[config.mk]
export PLATFORM = sky130hd
export DESIGN_NAME = servo_pwm_multi
export DESIGN_NICKNAME = d
export VERILOG_FILES = /design/src/rtl/servo_pwm_multi.sv
export SDC_FILE = /design/constraint.sdc
export NUM_CORES = 1
export LEC_CHECK = 0
export CAP_MARGIN = 40
export CORE_MARGIN = 5
export CORE_UTILIZATION = 35
export CTS_CLUSTER_DIAMETER = 50
export CTS_CLUSTER_SIZE = 25
export DETAILED_ROUTE_END_ITERATION = 10
export GPL_ROUTABILITY_DRIVEN = 0
export GPL_TIMING_DRIVEN = 0
export SETUP_SLACK_MARGIN = 0.4
export SYNTH_ARGS = -nofsm -noshare
export SYNTH_HDL_FRONTEND = slang
export SYNTH_SLANG_ARGS = --single-unit
[constraint.sdc]
create_clock -name clk -period 20.4 [get_ports clk]
set_input_delay 3.06 -clock clk [delete_from_list [all_inputs] [get_ports clk]]
set_output_delay 3.06 -clock clk [all_outputs]
set_load 0.05 [all_outputs]
[src/rtl/servo_pwm_multi.sv]
// Multi-channel servo PWM generator with a shared period counter.
// Each channel has a clamped position command, per-period slew limiting and
// an enable that only takes effect at period boundaries when asserted.
module servo_pwm_multi #(
  parameter int unsigned CHANNELS      = 4,
  parameter int unsigned PERIOD_CYCLES = 1_000_000,
  parameter int unsigned MIN_PULSE     = 75_000,
  parameter int unsigned MAX_PULSE     = 130_000,
  parameter int unsigned POS_W         = 8,
  parameter int unsigned POS_MAX       = 100,
  parameter int unsigned STEP_MAX      = 2,
  parameter int unsigned CNT_W         = 20,
  localparam int unsigned CH_W         = (CHANNELS > 1) ? $clog2(CHANNELS) : 1
) (
  input  logic                clk,
  input  logic                rst_n,
  input  logic [CHANNELS-1:0] en,
  input  logic                cmd_valid,
  output logic                cmd_ready,
  input  logic [CH_W-1:0]     cmd_ch,
  input  logic [POS_W-1:0]    cmd_pos,
  output logic [CHANNELS-1:0] pwm_out,
  output logic                frame_start
);

  localparam int unsigned      PROD_W     = CNT_W + POS_W;
  localparam logic [CNT_W-1:0] CNT_LAST   = CNT_W'(PERIOD_CYCLES - 1);
  localparam logic [CNT_W-1:0] CNT_PRE    = CNT_W'(PERIOD_CYCLES - 2);
  localparam logic [POS_W-1:0] POS_MAX_V  = POS_W'(POS_MAX);
  localparam logic [POS_W-1:0] POS_MID    = POS_W'(POS_MAX / 2);
  localparam logic [PROD_W-1:0] SPAN      = PROD_W'(MAX_PULSE - MIN_PULSE);
  localparam logic [PROD_W-1:0] DIV       = PROD_W'(POS_MAX);
  localparam logic [CNT_W-1:0] MIN_V      = CNT_W'(MIN_PULSE);
  localparam logic [CNT_W-1:0] PULSE_MID  =
    CNT_W'(MIN_PULSE + ((MAX_PULSE - MIN_PULSE) * (POS_MAX / 2)) / POS_MAX);
  // A step at least as large as the full range can never limit anything.
  localparam bit               STEP_UNLIM = (STEP_MAX == 0) || (STEP_MAX >= POS_MAX);
  localparam logic [POS_W-1:0] STEP_V     = POS_W'(STEP_MAX);

  logic [CNT_W-1:0]    r_cnt;
  logic                r_frame;
  logic                r_ready;
  logic [POS_W-1:0]    r_target [CHANNELS];
  logic [POS_W-1:0]    r_cur    [CHANNELS];
  logic [CNT_W-1:0]    r_pulse  [CHANNELS];
  logic [CHANNELS-1:0] r_act;
  logic [CHANNELS-1:0] r_pwm;

  logic                w_update;
  logic                w_accept;
  logic [POS_W-1:0]    w_pos_clamped;
  logic [POS_W-1:0]    w_cur_next   [CHANNELS];
  logic [CNT_W-1:0]    w_pulse_next [CHANNELS];

  // High time for a given applied position; floor division, no overflow.
  function automatic logic [CNT_W-1:0] pulse_of(input logic [POS_W-1:0] pos);
    logic [PROD_W-1:0] prod;
    prod = SPAN * PROD_W'(pos);
    return MIN_V + CNT_W'(prod / DIV);
  endfunction

  assign w_update      = (r_cnt == CNT_LAST);
  assign w_accept      = cmd_valid & r_ready;
  assign w_pos_clamped = (cmd_pos > POS_MAX_V) ? POS_MAX_V : cmd_pos;

  assign cmd_ready   = r_ready;
  assign pwm_out     = r_pwm;
  assign frame_start = r_frame;

  // Next applied position (slew-limited toward target) and its pulse width.
  always_comb begin
    for (int i = 0; i < int'(CHANNELS); i++) begin
      w_cur_next[i] = r_target[i];
      if (!STEP_UNLIM) begin
        if ((r_target[i] > r_cur[i]) && ((r_target[i] - r_cur[i]) > STEP_V)) begin
          w_cur_next[i] = r_cur[i] + STEP_V;
        end else if ((r_cur[i] > r_target[i]) && ((r_cur[i] - r_target[i]) > STEP_V)) begin
          w_cur_next[i] = r_cur[i] - STEP_V;
        end
      end
      w_pulse_next[i] = pulse_of(w_cur_next[i]);
    end
  end

  // Period counter, frame marker and command-ready (low only in update cycle).
  always_ff @(posedge clk or negedge rst_n) begin
    if (!rst_n) begin
      r_cnt   <= '0;
      r_frame <= 1'b0;
      r_ready <= 1'b1;
    end else begin
      r_cnt   <= w_update ? '0 : r_cnt + CNT_W'(1);
      r_frame <= (r_cnt == '0);
      r_ready <= (r_cnt != CNT_PRE);
    end
  end

  // Command capture; out-of-range channels match nothing and are dropped.
  always_ff @(posedge clk or negedge rst_n) begin
    if (!rst_n) begin
      for (int i = 0; i < int'(CHANNELS); i++) begin
        r_target[i] <= POS_MID;
      end
    end else begin
      for (int i = 0; i < int'(CHANNELS); i++) begin
        if (w_accept && (cmd_ch == CH_W'(i))) begin
          r_target[i] <= w_pos_clamped;
        end
      end
    end
  end

  // Applied position and pulse width change only at the period boundary.
  always_ff @(posedge clk or negedge rst_n) begin
    if (!rst_n) begin
      for (int i = 0; i < int'(CHANNELS); i++) begin
        r_cur[i]   <= POS_MID;
        r_pulse[i] <= PULSE_MID;
      end
    end else if (w_update) begin
      for (int i = 0; i < int'(CHANNELS); i++) begin
        r_cur[i]   <= w_cur_next[i];
        r_pulse[i] <= w_pulse_next[i];
      end
    end
  end

  // Active flag arms at the boundary, clears as soon as enable drops, so a
  // re-enable mid-period waits for the next full period.
  always_ff @(posedge clk or negedge rst_n) begin
    if (!rst_n) begin
      r_act <= '0;
      r_pwm <= '0;
    end else begin
      for (int i = 0; i < int'(CHANNELS); i++) begin
        r_act[i] <= en[i] & (w_update | r_act[i]);
        r_pwm[i] <= r_act[i] & en[i] & (r_cnt < r_pulse[i]);
      end
    end
  end

endmodule

==> flow_metrics.py <==
metrics = {
    "sta": {
        "skew_ns": 0.0128,
        "fin_crit_sh_pct": 94.0,
        "slew_headroom_pct": 29.0,
        "setup_violations": 0,
        "fin_crit_ns": 19.17,
        "grt_setup_unrepaired": "yes",
        "maxSlewViolCount": 0,
        "max_slew.worst_pin.slew_ns": 1.06,
        "clock.fmax_mhz": 52.2,
        "hold_viol": 0,
    },
    "synth": {
        "synthSimpleGateAreaFrac_pct": 21.0,
        "synth_cell_types": 145,
        "synth_common_cells": "inv_1 (447), nand2_1 (442), o21ai_0 (380)",
        "synthAdderAreaFrac_pct": 19.0,
        "synthXorXnorAreaFrac_pct": 7.12,
        "synth_nets": 5557,
        "synth_edf_count": 0,
        "synthFlopType": "dfrtp_1",
        "synthCells": 5047,
        "yosysTopAreaCell": "ha_1",
        "async_flop_share_pct": 100,
        "synth.avg_cell_area_um2": 7.56,
        "yosysSeqAreaShare_pct": 11.3,
        "ys_seq_elements": 170,
        "yosysMostFrequentCell": "inv_1",
        "yosys_warnings": 0,
        "yosysTopAreaCellShare_pct": 12.2,
        "synth_top_family_by_area": "compound AO/OA/AOI/OAI gates",
        "synth_compound_area_share_pct": 32.6,
        "syn_area_um2": 38200,
        "synthMuxAreaShare_pct": 2.60,
        "yosys-top-cells-area": "ha_1 (12%), dfrtp_1 (7.9%), fa_1 (6.4%)",
    },
    "worst_setup_path": {
        "critPathKind": "flip-flop to flip-flop",
        "r2r_slack_ns": 1.23,
        "cp_max_fo": 10,
        "crit_required_ns": 20.73,
        "critPathTopFamily": "compound AO/OA/AOI/OAI gates",
        "rr_worst_depth": 72,
        "cp-start-kind": "flip-flop",
        "cp.arrival_ns": 19.49,
        "cp_num_cells": 72,
        "critPathMaxStageDelay_ns": 0.59,
        "r2r-end": "r_pulse[0]$_DFFE_PN0N_",
        "cp_slowest_cell": "dfstp_2",
        "critPathBufInv": 11,
        "rr_startpoint": "r_cur[1]$_DFFE_PN1N_",
        "crit_top_cell": "inv_1",
        "end_kind": "flip-flop",
    },
    "finish": {
        "regArea_um2": 4320,
        "area_growth_pct": 17.3,
        "n_antenna_cell": 0,
        "multiInputGateArea_um2": 34100,
        "nNetsFinal": 5761,
        "postLayoutCoreUtil_pct": 41.2,
        "drive_above_1_share_pct": 16.9,
        "n_fill_cell": 10900,
    },
    "clocking": {
        "cts_tree": "yes",
        "cts.hold.buffers_added": 0,
        "clk_latency_ns": 0.45,
        "ctsHtreeMaxLevel": 4,
        "clock-sinks": 170,
        "ctsLongestPathBuffers": 2,
        "root_buffer": "clkbuf_16",
        "numCtsBuffers": 17,
        "clkSlewWorstSetupHoldPaths_ns": 0.07,
    },
    "floorplanning": {
        "fp.dieH_um": 340,
        "core_um2": 109000,
        "rows": 121,
        "start_util_pct": 35.2,
        "io_pins": 23,
        "die-area_um2": 116000,
        "die_w_um": 340,
    },
    "hold_path": {
        "hp-class": "flip-flop to flip-flop",
        "whs_endpoint": "r_pulse[25]$_DFFE_PN1N_",
        "worst_hold_startpoint": "r_pulse[25]$_DFFE_PN1N_",
        "holdPathStages": 2,
    },
    "placement": {
        "dp_hpwl_um": 87700,
        "portBuffers": 22,
    },
    "route": {
        "dr_wl_met3_um": 5410,
        "vias": 39100,
        "drcViolationCount": 0,
        "ant_nets": 0,
        "drt_wl_total_um": 115000,
        "met2_length_um": 52700,
        "wire_per_inst_um": 17.2,
        "firstDrtPassIters": 8,
        "met1Wirelength_um": 55000,
        "drtIter0Drc": 2939,
        "dr.max_layer_used": "met4",
        "vias_per_cell": 5.86,
    },
    "global_route": {
        "antenna_found_initial": 0,
        "grt_use_total_pct": 18.5,
        "overflow": 0,
        "grt_max_degree": 119,
        "grt_pass1_wl_um": 186000,
        "grt_pass1_vias": 36200,
    },
    "job": {
        "drv_cap": 0,
    },
    "outcome": {
        "status": "completed",
    },
}
## area by class of cell
cell class              instances  share of cell area, %
plain buffers                 180                   1.84
clock buffers                  18                  0.981
clock inverters                14                  0.361
inverters                     449                   3.76
multi-input cells            4251                   76.2
flip-flops and latches        170                   9.64
well taps                    1414                   3.95
repair buffers                182                   3.26
## how the worst max path moves through the flow
| stage | from | end |
|---|---|---|
| floorplan | r_cur[1]$_DFFE_PN1N_ | r_pulse[0]$_DFFE_PN0N_ |
| global placement | r_cur[1]$_DFFE_PN1N_ | r_pulse[0]$_DFFE_PN0N_ |
| detailed placement | r_cur[1]$_DFFE_PN1N_ | r_pulse[0]$_DFFE_PN0N_ |
| CTS | r_cur[9]$_DFFE_PN1N_ | r_pulse[20]$_DFFE_PN0N_ |
| global route | r_target[17]$_DFFE_PN1P_ | r_pulse[40]$_DFFE_PN0N_ |
| finish | r_cur[1]$_DFFE_PN1N_ | r_pulse[0]$_DFFE_PN0N_ |
## state kept, by name, summed over array words and instances, names as in the netlist
name         count
r_cur           32
r_pulse         76
frame_start      1
cmd_ready        1
r_target        32
r_act            4
pwm_out          4
r_cnt           20
## through the flow
| step | area [µm²] | std cells | TNS (ns) | hold slack [ns] | setup slack, ns |
|---|---|---|---|---|---|
| 6_report | 44800 | 6678 | 0 | 0.477 | 1.23 |
| 5_1_grt | 44800 | 6678 | 0 | 0.495 | 0.195 |
| 4_1_cts | 41900 | 6568 | 0 | 0.484 | 0.410 |
| 3_5_place_dp | 40400 | 6508 | -9.83 | 0.472 | -1.42 |
| 3_3_place_gp | 40200 | 6483 | -21.20 | 0.465 | -1.93 |
| 2_1_floorplan | 38200 | 5047 | 0 | 0.450 | 2.17 |
## worst min-delay path, stage by stage, from the launching register on
cell and delay, ns:
dfstp_2 0.37, nand2_1 0.04, o21ai_0 0.06
## logic make-up (layout without fill, tap and decap cells)
family / count (synthesis) / count (layout)
flops: 170 / 170
compound gates: 1750 / 1751
simple gates: 1598 / 1598
fa+ha+maj: 509 / 509
buf+inv: 629 / 843
xor+xnor: 299 / 300
mux: 92 / 93
## cells in the final DEF, fill, tap and decap left out, types with 75 or more instances in the layout
cell type,n
nor3_1,122
a21oi_1,265
xnor2_1,169
fa_1,122
ha_1,366
nor2_1,327
dfrtp_1,121
nand3_1,150
clkbuf_1,96
a21o_1,84
nand2_1,436
o21ai_0,360
inv_1,446
o211ai_1,75
xor2_1,88
buf_4,158
## layer usage
| layer | vias up | global-route usage [%] |
|---|---|---|
| met5 | - | 0 |
| met4 | 0 | 3.32 |
| met3 | 112 | 1.64 |
| met2 | 1040 | 30.3 |
| met1 | 18900 | 26.9 |
| li1 | 19100 | - |
## what timing repair did
item | in CTS | in global routing
resized for setup | 139 | 417
pin swaps | 15 | 86
endpoints found under the setup margin | 34 | 54
gates cloned | 0 | 3
buffers inserted | 28 | 105
Power is not shown: default switching activity piles up to over one toggle a cycle in this logic, so the estimate is an artifact.
